==> src/rtl/serial_pkg.sv <==
// serial_pkg: constants shared by the serial transmit and receive blocks.
// Holds the FSM state encoding, the default word width and a clog2 helper.
package serial_pkg;

   localparam logic ST_IDLE  = 1'b0;
   localparam logic ST_SHIFT = 1'b1;

   localparam int unsigned DEFAULT_DATA_W = 8;

   typedef enum logic {
      StIdle  = ST_IDLE,
      StShift = ST_SHIFT
   } state_e;

   // Ceiling log2, used at elaboration time to size counters.
   function automatic int unsigned clog2(input int unsigned value);
      int unsigned result;
      int unsigned rem;
      result = 0;
      rem    = value - 1;
      while (rem > 0) begin
         result++;
         rem = rem >> 1;
      end
      return result;
   endfunction

endpackage

==> src/rtl/bit_counter.sv <==
// bit_counter: frame bit counter with synchronous reload, enable and a
// terminal-count flag. Saturates at FRAME_W-1 and only returns to 0 on reload.
module bit_counter
   import serial_pkg::*;
#(
   parameter int unsigned FRAME_W = DEFAULT_DATA_W,
   localparam int unsigned CNT_W  = clog2(FRAME_W)
) (
   input  logic             clk,
   input  logic             rst_n,
   input  logic             load,
   input  logic             en,
   output logic [CNT_W-1:0] count,
   output logic             tc
);

   localparam logic [CNT_W-1:0] MAX_CNT = CNT_W'(FRAME_W - 1);

   logic [CNT_W-1:0] count_q;

   // Reload starts a new frame at bit 0; enable steps one bit, held at the terminal count.
   always_ff @(posedge clk or negedge rst_n) begin
      if (!rst_n) begin
         count_q <= '0;
      end else if (load) begin
         count_q <= '0;
      end else if (en && !tc) begin
         count_q <= count_q + CNT_W'(1);
      end
   end

   assign count = count_q;
   assign tc    = (count_q == MAX_CNT);

endmodule

==> src/rtl/piso_serializer.sv <==
// piso_serializer: parallel-in, serial-out transmitter with valid/ready input
// and registered o_sd/o_sv/o_last outputs, one bit per clock, no gap between
// back-to-back words.
// Build option: define PISO_PARITY_EN to append an even-parity bit to each frame.
module piso_serializer
   import serial_pkg::*;
#(
   parameter int unsigned DATA_W    = DEFAULT_DATA_W,
   parameter bit          MSB_FIRST = 1'b1
) (
   input  logic              i_clk,
   input  logic              i_rst_n,
   input  logic [DATA_W-1:0] i_data,
   input  logic              i_valid,
   output logic              o_ready,
   output logic              o_sd,
   output logic              o_sv,
   output logic              o_last,
   output logic              o_busy
);

`ifdef PISO_PARITY_EN
   localparam int unsigned FRAME_W = DATA_W + 1;
`else
   localparam int unsigned FRAME_W = DATA_W;
`endif
   localparam int unsigned CNT_W = clog2(FRAME_W);

   state_e            state_q;
   logic [DATA_W-1:0] shreg_q;
   logic [DATA_W-1:0] shreg_adv;
   logic              sd_q;
   logic              sv_q;
   logic              last_q;
`ifdef PISO_PARITY_EN
   logic              parity_q;
`endif

   logic              first_bit;
   logic              adv_bit;
   logic              accept;
   logic              tc;
   logic [CNT_W-1:0]  count;

   // Ready in idle, or on the final bit so the next word follows with no gap.
   assign o_ready = (state_q == StIdle) || ((state_q == StShift) && tc);
   assign accept  = i_valid && o_ready;

   bit_counter #(
      .FRAME_W (FRAME_W)
   ) u_bit_counter (
      .clk   (i_clk),
      .rst_n (i_rst_n),
      .load  (accept),
      .en    (state_q == StShift),
      .count (count),
      .tc    (tc)
   );

   // Bit-order selection: first bit of a new word and the next bit of the current one.
   always_comb begin
      if (MSB_FIRST) begin
         shreg_adv = shreg_q << 1;
         first_bit = i_data[DATA_W-1];
         adv_bit   = shreg_q[DATA_W-2];
      end else begin
         shreg_adv = shreg_q >> 1;
         first_bit = i_data[0];
         adv_bit   = shreg_q[1];
      end
`ifdef PISO_PARITY_EN
      // After the last data bit the held parity goes out.
      if (count == CNT_W'(DATA_W - 1)) begin
         adv_bit = parity_q;
      end
`endif
   end

   // Transmit FSM: load on accept, step one bit per cycle, drop to idle after the last bit.
   always_ff @(posedge i_clk or negedge i_rst_n) begin
      if (!i_rst_n) begin
         state_q  <= StIdle;
         shreg_q  <= '0;
         sd_q     <= 1'b0;
         sv_q     <= 1'b0;
         last_q   <= 1'b0;
`ifdef PISO_PARITY_EN
         parity_q <= 1'b0;
`endif
      end else if (accept) begin
         state_q  <= StShift;
         shreg_q  <= i_data;
         sd_q     <= first_bit;
         sv_q     <= 1'b1;
         last_q   <= 1'b0;
`ifdef PISO_PARITY_EN
         parity_q <= ^i_data;
`endif
      end else if (state_q == StShift) begin
         if (tc) begin
            state_q <= StIdle;
            sd_q    <= 1'b0;
            sv_q    <= 1'b0;
            last_q  <= 1'b0;
         end else begin
            shreg_q <= shreg_adv;
            sd_q    <= adv_bit;
            last_q  <= (count == CNT_W'(FRAME_W - 2));
         end
      end
   end

   assign o_sd   = sd_q;
   assign o_sv   = sv_q;
   assign o_last = last_q;
   assign o_busy = sv_q;

endmodule

==> config.mk <==
export PLATFORM = sky130hd
export DESIGN_NAME = piso_serializer
export DESIGN_NICKNAME = d
export VERILOG_FILES = /design/src/rtl/serial_pkg.sv /design/src/rtl/bit_counter.sv /design/src/rtl/piso_serializer.sv
export SDC_FILE = /design/constraint.sdc
export NUM_CORES = 1
export LEC_CHECK = 0
export CORE_MARGIN = 2
export CORE_UTILIZATION = 50
export CTS_CLUSTER_DIAMETER = 80
export CTS_CLUSTER_SIZE = 40
export DETAILED_ROUTE_END_ITERATION = 10
export PLACE_DENSITY = 0.84
export SLEW_MARGIN = 25
export SYNTH_ARGS = -nofsm -noshare
export SYNTH_HDL_FRONTEND = slang
export SYNTH_SLANG_ARGS = --single-unit
==> constraint.sdc <==
create_clock -name i_clk -period 4.57 [get_ports i_clk]
set_input_delay 1.371 -clock i_clk [delete_from_list [all_inputs] [get_ports i_clk]]
set_output_delay 1.371 -clock i_clk [all_outputs]
set_load 0.03 [all_outputs]
==> results of run 1 <==
final cells by class:
| class | instances | area (µm²) |
|---|---|---|
| repair buffers | 15 | 150 |
| well taps | 15 | 18.8 |
| clock buffers | 4 | 36.3 |
| inverters | 2 | 15.0 |
| fillers | 100 | 454 |
| multi-input cells | 40 | 293 |
| flip-flops and latches | 14 | 350 |
routing by layer:
layer  GRT usage (%)  share of wire, %  routed length [µm]  vias to the layer above
li1                -                 -                   -                      236
met1            19.9                43                 487                      233
met2            23.8                49                 552                       14
met3            5.65               5.5                  62                        4
met4            9.68               1.8                  20                        0
met5               0                 0                   0                        -
logic make-up after synthesis:
family / count (synthesis)
and+or+nand+nor: 19
DFF: 14
muxes: 8
buffers and inverters: 6
AOI/OAI and AO/OA: 10
adders and majority gates: 3
worst max-delay path: cells and delay by family (launching register included):
kind / cells / cell delay (ns)
fa+ha+maj: 2 / 0.43
flops: 1 / 0.42
simple gates: 1 / 0.45
buf+inv: 2 / 0.68
state kept, by name, summed over array words and instances (netlist names):
register,flops
shreg_q,7
state_q,1
u_bit_counter.count,3
o_busy,1
o_last,1
o_sd,1
power by group through the flow:
stage                     sequential (µW)  clock (µW)  combinational (µW)
after floorplan                       220           0                 193
after global placement                205           0                 230
after detailed placement              208           0                 236
after CTS                             205        91.4                 238
after global routing                  211        98.9                 262
final                                 204        88.8                 233
final timing paths:
check	start	endpoint	slack (ns)	cells after the start
worst min register to register	shreg_q[4]	shreg_q[5]	0.49	2
max in group asynchronous	i_rst_n	shreg_q[5]	2.70	1
min in group asynchronous	i_rst_n	state_q	1.47	1
worst max-delay path	u_bit_counter.count[0]	o_ready	0.94	5
worst max register to register	u_bit_counter.count[0]	u_bit_counter.count[1]	2.90	6
worst min-delay path	shreg_q[4]	shreg_q[5]	0.49	2
synth_stat cells:
cell       n
ha_1       3
nor2b_4    1
nand3b_1   2
inv_1      1
nand2b_2   1
a22oi_1    1
nand2_1   10
o21ai_0    1
a21oi_1    1
inv_8      1
buf_4      2
buf_12     2
nand3_1    1
mux2i_1    8
dfrtp_1   14
a32o_1     1
o21ai_2    6
nor2_1     4
through the flow:
step / utilization [%] / hold slack, ns / power, µW / instance area [µm²] / cells
4_1_cts: 65.5 / 0.494 / 534 / 863 / 90
5_1_grt: 65.5 / 0.519 / 571 / 863 / 90
2_1_floorplan: - / 0.450 / 413 / 713 / 60
3_5_place_dp: 62.8 / 0.471 / 444 / 827 / 86
3_3_place_gp: 62.8 / 0.467 / 435 / 827 / 86
6_report: 65.5 / 0.485 / 526 / 863 / 90
==> results.yml, run 1 <==
floorplan:
  num_rows: 13
  chipHeight_um: 41.8
  die_area_mm2: 0.00174
  top_level_ports: 16
  coreArea_mm2: 0.00132
  chipWidth_um: 41.8
  start_util_pct: 54.1
placed_design:
  port_buffers: 15
  dp_slack_ns: 1.24
  gp_congestion: 0.704
  dp_hpwl_um: 845
synth:
  syn_area_per_cell_um2: 11.9
  synthTopCellsByArea: "dfrtp_1 49%, mux2i_1 11%, o21ai_2 7.4%"
  synthMuxAreaShare_pct: 11.2
  synth.distinct_cells: 18
  ys_warn_count: 0
  syn_area_um2: 713
  synth_area_leader_cell: "dfrtp_1"
  yosys.area_share.adder_pct: 5.26
  synthCells: 60
  syn_nets: 74
  synth_seq_cells: 14
  synth-simple-area-share_pct: 13.3
  synth_top_family_by_area: "simple AND/OR/NAND/NOR gates"
  synthXorXnorAreaFrac_pct: 0
  synth_top_area_share_pct: 49.1
  ys_seq_area_share_pct: 49.1
  synth_compound_area_share_pct: 11.2
flow_run:
  drv_cap: 0
critical_path:
  crit_fanout: 17
  timing.critical_path.cells: "ha_1, ha_1, nor2b_4, inv_8, clkdlybuf4s50_1"
  critPathArrivalTime_ns: 2.26
  crit_type: "reg2out"
  start_kind: "register"
  crit_top_cell: "ha_1"
  cp-end-kind: "output port"
  worstPathRequired_ns: 3.20
  crit_path_max_incr_delay_ns: 0.61
  cp_slowest_cell: "clkdlybuf4s50_1"
cts:
  clkTransAtPathRegs_ns: 0.09
  cts_root_buffer: "clkbuf_4"
  holdBufCountCts: 0
  cts_buffer_depth: 2
  cts_sinks: 14
  cts_tree: "done"
  cts_inserted_buffers: 3
  worstSkewPairLatency_ns: 0.28
  cts.repair_timing.setup_buffer_count: 0
  cts_resized: 0
  htree_levels: 1
layout:
  final_common_cell: "clkdlybuf4s50_1"
  layout-drive-gt1-share_pct: 17.3
  layout_common_cells: "15 x clkdlybuf4s50_1, 14 x dfrtp_1, 10 x nand2_1"
  final_nets: 90
  insertedDiodeCount: 0
  syn_to_final_growth_pct: 21.1
power:
  switching_power_uw: 206
  p_int_uw: 320
  powerDensity_mw_per_mm2: 609
  ir_worst_vdd_mv: 0.396
  power_frac_seq_pct: 38.8
  combPwrFrac_pct: 44.3
  clockPowerShare_pct: 16.9
  p_leak_uw: 0.000411
  sw_frac_of_total_pct: 39.1
drt:
  first_pass_iters: 4
  first_iter_violations: 5
  ant_nets: 0
  wl_per_cell_um: 12.5
  vias: 487
  drt-total-wl_um: 1120
  drc_errors: 0
  avgViaCountPerCell: 5.41
global_route:
  grt_overflow: 0
  grt_start_max_net_pins: 18
  grt_usage_pct: 16.1
  antenna_found_initial: 0
  grt_pass1_wl_um: 2050
  grt_pass1_vias: 461
timing:
  finClkSkew_ns: 0.00274
  rsz0062_at_grt: "false"
  slew_violations: 0
  fmax_mhz: 276
  setup_viol: 0
  finalWorstSetupSlack_ns: 0.943
  maxSlewHeadroom_pct: 58.4
  tightest_slew_ns: 0.622
  setup_tns_ns: 0
  fin_crit_sh_pct: 79.4
  period_needed_ns: 3.63
  finalHoldViolCount: 0
hold_path:
  hold_class: "reg2reg"
status:
  status: "finished, final reports clean"
No activity file was read; power rests on OpenSTA's default activity.
==> run 2: changes to the inputs <==
CORE_UTILIZATION = 43   (was 50)
PLACE_DENSITY = 0.78   (was 0.84)
clock period = 3.1 ns   (was 4.57 ns; I/O delays follow)
==> results.yml, run 2 (synthesis gave the netlist of run 1 again) <==
layout:
  syn_to_final_growth_pct: 22.3
  largest_register_ffs: 7
  insertedDiodeCount: 0
  layout-drive-gt1-share_pct: 18.4
  layout_common_cells: "15 x clkdlybuf4s50_1, 14 x dfrtp_1, 10 x nand2_1"
  register_area_um2: 350
  final_common_cell: "clkdlybuf4s50_1"
  nFillCells: 131
  final_nets: 91
  regMostFlops: "shreg_q"
  multi_input_comb_area_um2: 293
critical_path:
  critPathArrivalTime_ns: 1.94
  crit_type: "reg2out"
  start_kind: "register"
  timing.critical_path.cells: "ha_1, ha_1, nor2b_4, inv_8, clkdlybuf4s50_1"
  crit_fanout: 8
  crit_path_max_incr_delay_ns: 0.58
  crit_top_cell: "ha_1"
  cp_top_family: "buffers and inverters"
  worstPathRequired_ns: 2.17
  cp-end-kind: "output port"
  cp_slowest_cell: "clkdlybuf4s50_1"
  path_buf_inv: 2
floorplan:
  num_rows: 14
  start_util_pct: 46.8
  coreArea_mm2: 0.00152
  top_level_ports: 16
  die_area_mm2: 0.00200
  chipHeight_um: 44.7
  chipWidth_um: 44.7
drt:
  wl_per_cell_um: 12.1
  first_pass_iters: 2
  drc_errors: 0
  first_iter_violations: 2
  avgViaCountPerCell: 5.05
  ant_nets: 0
  vias: 465
  drt-total-wl_um: 1110
timing:
  fin_crit_sh_pct: 92.6
  period_needed_ns: 2.87
  maxSlewHeadroom_pct: 58.1
  slew_violations: 0
  finClkSkew_ns: 0.00355
  fmax_mhz: 348
  tightest_slew_ns: 0.627
  setup_viol: 0
  finalHoldViolCount: 0
  setup_tns_ns: 0
  rsz0062_at_grt: "false"
  fin_hold_ws_ns: 0.486
global_route:
  grt_pass1_wl_um: 2070
  antenna_found_initial: 0
  grt_start_max_net_pins: 17
  grt_pass1_vias: 468
  grt_overflow: 0
  grt_usage_pct: 14.6
power:
  ir_worst_vdd_mv: 0.386
  powerDensity_mw_per_mm2: 901
  p_leak_uw: 0.000415
cts:
  cts_resized: 0
  cts_sinks: 14
  cts_buffer_depth: 2
  holdBufCountCts: 0
  htree_levels: 1
  cts_root_buffer: "clkbuf_4"
  cts_inserted_buffers: 3
  cts.repair_timing.setup_buffer_count: 0
  clkTransAtPathRegs_ns: 0.09
  worstSkewPairLatency_ns: 0.27
  cts_tree: "done"
placed_design:
  port_buffers: 15
  dp_hpwl_um: 814
  gp_congestion: 0.702
flow_run:
  drv_cap: 0
hold_path:
  hold_class: "reg2reg"
status:
  status: "finished, final reports clean"
## run 2: changes by cell type in the layout (fill, tap and decap cells not counted), sizes merged
cell / delta
buf: +1
## run 2: routing by layer
layer	GRT usage (%)	vias up	share of wire, %
met1	19.9	216	53
li1	-	238	-
met4	9.09	0	1.4
met5	0	-	0
met2	20.9	9	42
met3	3.60	2	3.5
## run 2: area by class of cell
class                           count  area share [%]
Sequential cell                    14            40.2
Clock buffer                        4            4.16
Tap cell                           16            2.30
Multi-Input combinational cell     40            33.6
Timing Repair Buffer               16            18.1
Inverter                            2            1.72
## run 2: power breakdown
group | internal (µW) | total, µW | switching, µW
Sequential | 255 | 302 | 47.3
Clock | 71.3 | 131 | 59.6
Combinational | 153 | 352 | 199
Total | 479 | 785 | 306
## run 2: worst register-to-register path: stages (launching register included)
cell	delay [ns]
dfrtp_1	0.42
ha_1	0.21
ha_1	0.22
nor2b_4	0.19
buf_4	0.26
a32o_1	0.21
## run 2: worst paths after layout
kind,start,endpoint,slack [ns],cells past startpoint
min in group asynchronous,i_rst_n,shreg_q[4],1.04,1
hold reg to reg,shreg_q[5],shreg_q[6],0.49,2
hold / removal,shreg_q[5],shreg_q[6],0.49,2
max in group asynchronous,i_rst_n,u_bit_counter.count[0],1.66,1
setup / recovery,u_bit_counter.count[0],o_ready,0.23,5
setup reg to reg,u_bit_counter.count[0],o_last,1.55,5
## run 2: stage by stage
step / cell area (µm²) / instances / utilization [%] / setup WS, ns / total power [µW]
final: 872 / 92 / 57.2 / 0.229 / 785
after global routing: 872 / 92 / 57.2 / 0.141 / 851
after CTS: 872 / 92 / 57.2 / 0.212 / 795
after detailed placement: 836 / 88 / 54.8 / 0.521 / 663
after global placement: 836 / 88 / 54.8 / 0.546 / 656
after floorplan: 713 / 60 / - / 1.06 / 608
==> run 3: changes to the inputs <==
CTS_CLUSTER_SIZE = unset   (was 40)
MAX_ROUTING_LAYER = met4   (was unset)
REMOVE_ABC_BUFFERS = 1   (was unset)
==> results.yml, run 3 (synthesis gave the netlist of run 1 again) <==
flow_run:
  drv_cap: 0
power:
  p_leak_uw: 0.000415
  power_uw: 784
  powerDensity_mw_per_mm2: 899
  ir_worst_vdd_mv: 0.452
status:
  status: "finished, final reports clean"
cts:
  cts_tree: "done"
  cts_sinks: 14
  holdBufCountCts: 0
  htree_levels: 1
  worstSkewPairLatency_ns: 0.27
  clkTransAtPathRegs_ns: 0.08
  cts_resized: 0
  cts_inserted_buffers: 3
  cts_buffer_depth: 2
  cts_root_buffer: "clkbuf_4"
  cts.repair_timing.setup_buffer_count: 0
critical_path:
  timing.critical_path.cells: "ha_1, ha_1, nor2b_4, inv_8, clkdlybuf4s50_1"
  crit_path_max_incr_delay_ns: 0.59
  crit_type: "reg2out"
  start_kind: "register"
  critPathArrivalTime_ns: 1.94
  worstPathRequired_ns: 2.17
  crit_fanout: 8
  reg2reg_from: "u_bit_counter.count[0]"
  path_buf_inv: 2
  cp-end-kind: "output port"
  cp_top_family: "buffers and inverters"
  cp_slowest_cell: "clkdlybuf4s50_1"
  startpoint: "u_bit_counter.count[0]"
  crit_top_cell: "ha_1"
timing:
  slew_violations: 0
  period_needed_ns: 2.87
  rsz0062_at_grt: "false"
  finClkSkew_ns: 0.00368
  finalHoldViolCount: 0
  fin_crit_sh_pct: 92.7
  setup_tns_ns: 0
  maxSlewHeadroom_pct: 58.3
  fmax_mhz: 348
  setup_viol: 0
  tightest_slew_ns: 0.623
drt:
  drc_errors: 0
  wl_per_cell_um: 11.7
  first_iter_violations: 5
  drt-total-wl_um: 1080
  ant_nets: 0
  vias: 462
  first_pass_iters: 2
  avgViaCountPerCell: 5.02
global_route:
  grt_usage_pct: 13.1
  grt_start_max_net_pins: 17
  grt_pass1_wl_um: 1810
  grt_overflow: 0
  antenna_found_initial: 0
  grt_pass1_vias: 427
placed_design:
  dpl_cell_area_um2: 836
  gp_congestion: 0.686
  dp_hpwl_um: 776
  port_buffers: 15
floorplan:
  chipWidth_um: 44.7
  die_area_mm2: 0.00200
  coreArea_mm2: 0.00152
  top_level_ports: 16
  chipHeight_um: 44.7
  num_rows: 14
  start_util_pct: 46.8
layout:
  final_common_cell: "clkdlybuf4s50_1"
  fin_area_um2: 872
  regMostFlops: "shreg_q"
  nFillCells: 147
  syn_to_final_growth_pct: 22.3
  largest_register_ffs: 7
  insertedDiodeCount: 0
  layout_common_cells: "15 x clkdlybuf4s50_1, 14 x dfrtp_1, 10 x nand2_1"
  final_nets: 91
  layout-drive-gt1-share_pct: 18.4
hold_path:
  hold_class: "reg2reg"
  hold_path_startpoint: "shreg_q[5]"
run 3: metal layers:
| layer | up-vias | routed length (µm) | global-route usage (%) |
|---|---|---|---|
| li1 | 234 | - | - |
| met1 | 214 | 553 | 17.7 |
| met2 | 12 | 465 | 17.7 |
| met3 | 2 | 51 | 3.60 |
| met4 | 0 | 6 | 7.27 |
| met5 | - | 0 | - |
run 3: power by group:
group	internal, µW	leakage [µW]	switching, µW
registers	255	0.000179	47.3
logic	154	0.000215	200
clock network	71.4	0.0000210	56.0
total	481	0.000415	304
run 3: final timing paths:
| check | end | slack, ns | cells past startpoint |
|---|---|---|---|
| worst max-delay path | o_ready | 0.23 | 5 |
| worst min-delay path | shreg_q[6] | 0.49 | 2 |
| worst max register to register | o_sd | 1.57 | 6 |
| worst min register to register | shreg_q[6] | 0.49 | 2 |
| max in group asynchronous | o_busy | 1.66 | 1 |
| min in group asynchronous | state_q | 1.04 | 1 |
run 3: layout make-up:
cell class              count  area (µm²)  area share [%]
well taps                  16        20.0            2.30
multi-input cells          40         293            33.6
repair buffers             16         158            18.1
clock buffers               4        36.3            4.16
flip-flops and latches     14         350            40.2
inverters                   2        15.0            1.72
run 3: worst register-to-register path, cell delays in order (launching register included):
cell and delay [ns]:
dfrtp_1 0.41, ha_1 0.21, ha_1 0.22, nor2b_4 0.19, buf_4 0.26, a22oi_1 0.12, nand2_1 0.07
run 3: per-stage QoR:
stage / hold WS (ns) / util, % / setup WS [ns] / std cells
2_1_floorplan: 0.451 / - / 0.888 / 56
3_3_place_gp: 0.465 / 54.8 / 0.548 / 88
3_5_place_dp: 0.466 / 54.8 / 0.523 / 88
4_1_cts: 0.489 / 57.2 / 0.207 / 92
5_1_grt: 0.519 / 57.2 / 0.138 / 92
6_report: 0.485 / 57.2 / 0.227 / 92
